File: src/rtl/alu_exec.sv
`timescale 1ns/1ps
// Execution stage: single-cycle ALU ops plus an iterative shift-add multiplier,
// with a registered result, write-enable pulse and {V,N,C,Z} flags register.
//
// state   | meaning
// ST_IDLE | accepting ops; single-cycle ops complete on the accept edge
// ST_MUL  | shift-add iterations in progress; start is ignored
module alu_exec #(
    parameter int DATA_BUS_WIDTH = 8
) (
    input  logic                      clock,
    input  logic                      reset,
    input  logic                      start,
    input  logic [3:0]                op_sel,
    input  logic [DATA_BUS_WIDTH-1:0] operand_a,
    input  logic [DATA_BUS_WIDTH-1:0] operand_b,
    output logic [DATA_BUS_WIDTH-1:0] result,
    output logic                      result_valid,
    output logic                      result_we,
    output logic                      busy,
    output logic [3:0]                flags
);

    localparam int W  = DATA_BUS_WIDTH;
    localparam int CW = $clog2(W) + 1;

    localparam logic [3:0] OP_ADD = 4'd0;
    localparam logic [3:0] OP_SUB = 4'd1;
    localparam logic [3:0] OP_AND = 4'd2;
    localparam logic [3:0] OP_OR  = 4'd3;
    localparam logic [3:0] OP_XOR = 4'd4;
    localparam logic [3:0] OP_SHL = 4'd5;
    localparam logic [3:0] OP_SHR = 4'd6;
    localparam logic [3:0] OP_MUL = 4'd7;
    localparam logic [3:0] OP_ADC = 4'd8;
    localparam logic [3:0] OP_CMP = 4'd9;

    localparam int FLAG_C = 1;

    localparam logic [CW-1:0] CNT_LOAD = CW'(W);
    localparam logic [CW-1:0] CNT_LAST = CW'(1);
    localparam logic [CW-1:0] CNT_STEP = CW'(1);

    typedef enum logic {
        ST_IDLE = 1'b0,
        ST_MUL  = 1'b1
    } state_t;

    state_t r_state;
    state_t w_state_next;

    logic [2*W-1:0] r_acc;
    logic [2*W-1:0] r_mcand;
    logic [W-1:0]   r_mplier;
    logic [CW-1:0]  r_count;
    logic [W-1:0]   r_result;
    logic [3:0]     r_flags;
    logic           r_valid;
    logic           r_we;

    logic [2*W-1:0] w_acc_next;
    logic [2*W-1:0] w_mcand_next;
    logic [W-1:0]   w_mplier_next;
    logic [CW-1:0]  w_count_next;
    logic [W-1:0]   w_result_next;
    logic [3:0]     w_flags_next;
    logic           w_valid_next;
    logic           w_we_next;

    logic [W:0]     w_wide;
    logic [W-1:0]   w_alu_res;
    logic           w_alu_c;
    logic           w_alu_v;
    logic           w_alu_we;
    logic           w_alu_upd;

    logic [2*W-1:0] w_acc_step;
    logic [W-1:0]   w_mul_lo;
    logic           w_mul_hi_nz;

    // Single-cycle ALU; ADC takes its carry-in from the registered C flag.
    always_comb begin
        w_wide    = '0;
        w_alu_res = '0;
        w_alu_c   = 1'b0;
        w_alu_v   = 1'b0;
        w_alu_we  = 1'b1;
        w_alu_upd = 1'b1;
        case (op_sel)
            OP_ADD, OP_ADC: begin
                w_wide = {1'b0, operand_a} + {1'b0, operand_b}
                       + {{W{1'b0}}, (op_sel == OP_ADC) & r_flags[FLAG_C]};
                w_alu_res = w_wide[W-1:0];
                w_alu_c   = w_wide[W];
                w_alu_v   = (operand_a[W-1] == operand_b[W-1])
                          && (w_alu_res[W-1] != operand_a[W-1]);
            end
            OP_SUB, OP_CMP: begin
                w_wide    = {1'b0, operand_a} - {1'b0, operand_b};
                w_alu_res = w_wide[W-1:0];
                w_alu_c   = w_wide[W];
                w_alu_v   = (operand_a[W-1] != operand_b[W-1])
                          && (w_alu_res[W-1] != operand_a[W-1]);
                w_alu_we  = (op_sel != OP_CMP);
            end
            OP_AND: w_alu_res = operand_a & operand_b;
            OP_OR:  w_alu_res = operand_a | operand_b;
            OP_XOR: w_alu_res = operand_a ^ operand_b;
            OP_SHL: begin
                w_alu_res = {operand_a[W-2:0], 1'b0};
                w_alu_c   = operand_a[W-1];
            end
            OP_SHR: begin
                w_alu_res = {1'b0, operand_a[W-1:1]};
                w_alu_c   = operand_a[0];
            end
            default: begin
                w_alu_we  = 1'b0;
                w_alu_upd = 1'b0;
            end
        endcase
    end

    assign w_acc_step  = r_mplier[0] ? (r_acc + r_mcand) : r_acc;
    assign w_mul_lo    = w_acc_step[W-1:0];
    assign w_mul_hi_nz = |w_acc_step[2*W-1:W];

    always_ff @(posedge clock or negedge reset) begin
        if (!reset) begin
            r_state <= ST_IDLE;
        end else begin
            r_state <= w_state_next;
        end
    end

    always_comb begin
        w_state_next  = r_state;
        w_acc_next    = r_acc;
        w_mcand_next  = r_mcand;
        w_mplier_next = r_mplier;
        w_count_next  = r_count;
        w_result_next = r_result;
        w_flags_next  = r_flags;
        w_valid_next  = 1'b0;
        w_we_next     = 1'b0;
        case (r_state)
            ST_IDLE: begin
                if (start) begin
                    if (op_sel == OP_MUL) begin
                        w_state_next  = ST_MUL;
                        w_acc_next    = '0;
                        w_mcand_next  = {{W{1'b0}}, operand_a};
                        w_mplier_next = operand_b;
                        w_count_next  = CNT_LOAD;
                    end else begin
                        w_valid_next = 1'b1;
                        w_we_next    = w_alu_we;
                        if (w_alu_upd) begin
                            w_result_next = w_alu_res;
                            w_flags_next  = {w_alu_v, w_alu_res[W-1], w_alu_c,
                                             (w_alu_res == '0)};
                        end
                    end
                end
            end
            ST_MUL: begin
                w_acc_next    = w_acc_step;
                w_mcand_next  = r_mcand << 1;
                w_mplier_next = r_mplier >> 1;
                w_count_next  = r_count - CNT_STEP;
                // Last iteration: publish the product in the same edge.
                if (r_count == CNT_LAST) begin
                    w_state_next  = ST_IDLE;
                    w_valid_next  = 1'b1;
                    w_we_next     = 1'b1;
                    w_result_next = w_mul_lo;
                    w_flags_next  = {1'b0, w_mul_lo[W-1], w_mul_hi_nz,
                                     (w_mul_lo == '0)};
                end
            end
            default: w_state_next = ST_IDLE;
        endcase
    end

    always_ff @(posedge clock or negedge reset) begin
        if (!reset) begin
            r_acc    <= '0;
            r_mcand  <= '0;
            r_mplier <= '0;
            r_count  <= '0;
            r_result <= '0;
            r_flags  <= '0;
            r_valid  <= 1'b0;
            r_we     <= 1'b0;
        end else begin
            r_acc    <= w_acc_next;
            r_mcand  <= w_mcand_next;
            r_mplier <= w_mplier_next;
            r_count  <= w_count_next;
            r_result <= w_result_next;
            r_flags  <= w_flags_next;
            r_valid  <= w_valid_next;
            r_we     <= w_we_next;
        end
    end

    assign result       = r_result;
    assign flags        = r_flags;
    assign result_valid = r_valid;
    assign result_we    = r_we;
    assign busy         = (r_state == ST_MUL);

endmodule

File: config.mk
export PLATFORM = sky130hd
export DESIGN_NAME = alu_exec
export DESIGN_NICKNAME = d
export VERILOG_FILES = /design/src/rtl/alu_exec.sv
export SDC_FILE = /design/constraint.sdc
export NUM_CORES = 1
export LEC_CHECK = 0
export CORE_MARGIN = 3
export CORE_UTILIZATION = 40
export CTS_BUF_LIST = sky130_fd_sc_hd__clkbuf_4 sky130_fd_sc_hd__clkbuf_8
export DETAILED_ROUTE_END_ITERATION = 8
export GPL_TIMING_DRIVEN = 0
export PLACE_DENSITY = 0.56
export SYNTH_ARGS = -nofsm -noshare
export SYNTH_HDL_FRONTEND = slang
export SYNTH_SLANG_ARGS = --single-unit
File: constraint.sdc
create_clock -name clock -period 5.6 [get_ports clock]
set_clock_uncertainty 0.05 [all_clocks]
set_input_delay 0.56 -clock clock [delete_from_list [all_inputs] [get_ports clock]]
set_output_delay 0.56 -clock clock [all_outputs]
set_load 0.01 [all_outputs]
==> out/metrics.yaml <==
routing:
  via_per_inst: 5.82
  ant_nets: 0
  drc: 0
  routed_wl_um: 14000
  vias: 4454
  drtIter0Drc: 317
  first_pass_iters: 4
  wl_per_cell_um: 18.3
timing:
  rsz0062_at_grt: "false"
  worstMarginPinSlew_ns: 1.19
  slew_headroom_pct: 20.4
  setup_viol: 0
  fin_tns_setup_ns: 0
  hold_viol: 0
  drv_slew: 0
  min_period_ns: 4.51
  fin_crit_sh_pct: 80.5
  fmax_mhz: 222
  whs_ns: 0.123
setup_path:
  cp.required_ns: 5.85
  r2r-start: "flags[1]"
  cp-end-kind: "flop"
  crit_type: "input pin to flop"
  startpoint_type: "input pin"
  crit_start: "op_sel[0]"
  cp.arrival_ns: 4.76
  cp_max_fo: 10
place:
  post-dp-hpwl_um: 11000
  gp_congestion: 0.905
  placed_cells: 749
  io_buffer_count: 35
cts:
  clockBufferDepth: 2
  cts_setup_buffers: 0
  root_buffer: "clkbuf_8"
  cts_hold_buf: 0
  cts_tree: "yes"
  clk_transition_reported_paths_ns: 0.07
  h-tree-depth: 3
  clock_sinks: 58
  clk_latency_ns: 0.36
  cts_resized: 0
  cts_made_buffers: 9
hold_path:
  hp-class: "input pin to asynchronous set/reset pin"
grt:
  grt_max_degree: 38
  grt_pass1_vias: 4238
  grtUsageTotal_pct: 22.3
  grt_pass1_wl_um: 22800
  antenna_found_initial: 0
  grt_overflow_total: 0
final_layout:
  seq_area_um2: 1450
  layout-drive-gt1-share_pct: 7.20
  final_cell_mix: "nand2_1 (79), dfrtp_1 (58), nor2_1 (54), a21oi_1 (49), ha_1 (41)"
  multi_input_area_um2: 3010
  layout_commonest_cell: "nand2_1"
  area_delta_synth_final_pct: 16.3
  antenna_cells: 0
  fill_cells: 1123
  final_cells: 765
  nNetsFinal: 688
pwr:
  combPwrFrac_pct: 48.4
  power.density_nw_per_um2: 419
  power.switching_uw: 967
  p_leak_uw: 0.00245
  ir_drop_mv: 0.250
  clockPowerShare_pct: 19.3
  p_int_uw: 1320
  totalPowerFinal_uw: 2280
  netSwitchingFraction_pct: 42.3
  power.share.sequential_pct: 32.2
synthesis:
  syn-num-nets: 641
  ys_warn_count: 0
  syn_inst: 573
  async_flop_share_pct: 100
  synth_edf_count: 0
  syn_avg_cell_area_um2: 8.19
  netlist_area_um2: 4690
  ys.flop_type: "dfrtp_1"
  ys_seq_area_share_pct: 30.9
  synth_seq_cells: 58
  ys_types: 75
floorplanning:
  die_w_um: 114
  die_h_um: 114
  rows: 38
  ios: 38
  core_area_um2: 11100
  dieArea_um2: 13100
  start_util_pct: 42.2
run:
  drv_cap: 0
run_status:
  status: "finished clean"
-- power by group through the flow --
stage	clock network (uW)	registers, uW	logic (uW)
floorplan	0	712	740
global placement	0	734	1090
detailed placement	0	740	1110
CTS	454	734	1110
global route	471	758	1240
finish	442	736	1110
-- flip-flops by register name (all words and copies together), names as in the netlist --
| name | flops |
|---|---|
| r_count | 4 |
| r_acc | 16 |
| flags | 4 |
| r_mplier | 8 |
| r_mcand | 16 |
| result_we | 1 |
| result | 7 |
| busy | 1 |
| result_valid | 1 |
-- logic make-up after synthesis --
group	after synthesis	synth area share [%]
AO/OA/AOI/OAI	194	26.6
XOR/XNOR	15	2.80
adder cells (fa/ha/maj)	45	12.6
buffers and inverters	55	4.85
flip-flops	58	30.9
multiplexers	12	2.64
AND/OR/NAND/NOR	194	19.5
-- cell type report --
type / count / share of cell area [%]
multi-input cells: 460 / 55.2
clock buffers: 11 / 2.66
inverters: 27 / 1.86
clock inverters: 5 / 1.42
repair buffers: 36 / 6.70
flip-flops and latches: 58 / 26.6
well taps: 140 / 3.21
plain buffers: 28 / 2.32
-- routing by layer --
metal | vias up | global-route usage (%) | wire length [um]
li1 | 2156 | - | -
met2 | 131 | 33.3 | 6140
met5 | - | 0 | 0
met4 | 0 | 6.02 | 170
met3 | 14 | 4.23 | 749
met1 | 2153 | 32.9 | 6970
-- worst paths after layout --
check                         endpoint  slack [ns]  depth (start not counted)
max                           flags[0]        1.09                         13
min                           flags[0]        0.12                          1
max reg2reg                   flags[0]        2.32                         10
min reg2reg                r_mplier[1]        0.45                          2
max in group asynchronous  r_mplier[2]        4.77                          2
min in group clock         r_mplier[1]        0.45                          2
-- per-stage QoR --
step | setup WS [ns] | cell area, um^2 | utilization (%)
global placement | 0.823 | 5220 | 46.9
floorplan | 2.23 | 4690 | -
detailed placement | 0.744 | 5230 | 47.0
global route | 0.879 | 5460 | 49.0
finish | 1.09 | 5460 | 49.0
CTS | 1.11 | 5460 | 49.0
-- critical path, cell delays in order --
cell and delay [ns]:
clkdlybuf4s50_1 0.48, buf_2 0.22, nor3_1 0.66, nand3_1 0.26, fa_1 0.47, fa_1 0.45, nand2b_1 0.19, a21oi_1 0.29
nor3_1 0.09, a211oi_1 0.60, nand2_1 0.11, nor4_1 0.21, a31o_1 0.18
-- cells in the mapped netlist (all sizes together) (4+ instances only) --
library cell	instances	area, um^2
a211oi	7	62.6
a21o	9	67.6
a21oi	51	263
a221oi	5	43.8
a22o	4	35.0
a22oi	4	30.0
and2	4	25.0
buf	11	62.6
clkbuf	17	63.8
dfrtp	58	1450
fa	4	80.1
ha	41	513
inv	27	101
mux2i	9	90.1
nand2	79	297
nand2b	7	51.3
nand3	8	45.0
nor2	56	215
nor2b	5	31.3
nor3	11	60.1
o211ai	6	45.0
o21ai	57	289
o21bai	6	45.0
o22ai	7	43.8
o31ai	5	37.5
or3	5	36.3
xnor2	9	78.8
xor2	6	52.6
(Power assumes the default switching activity.)
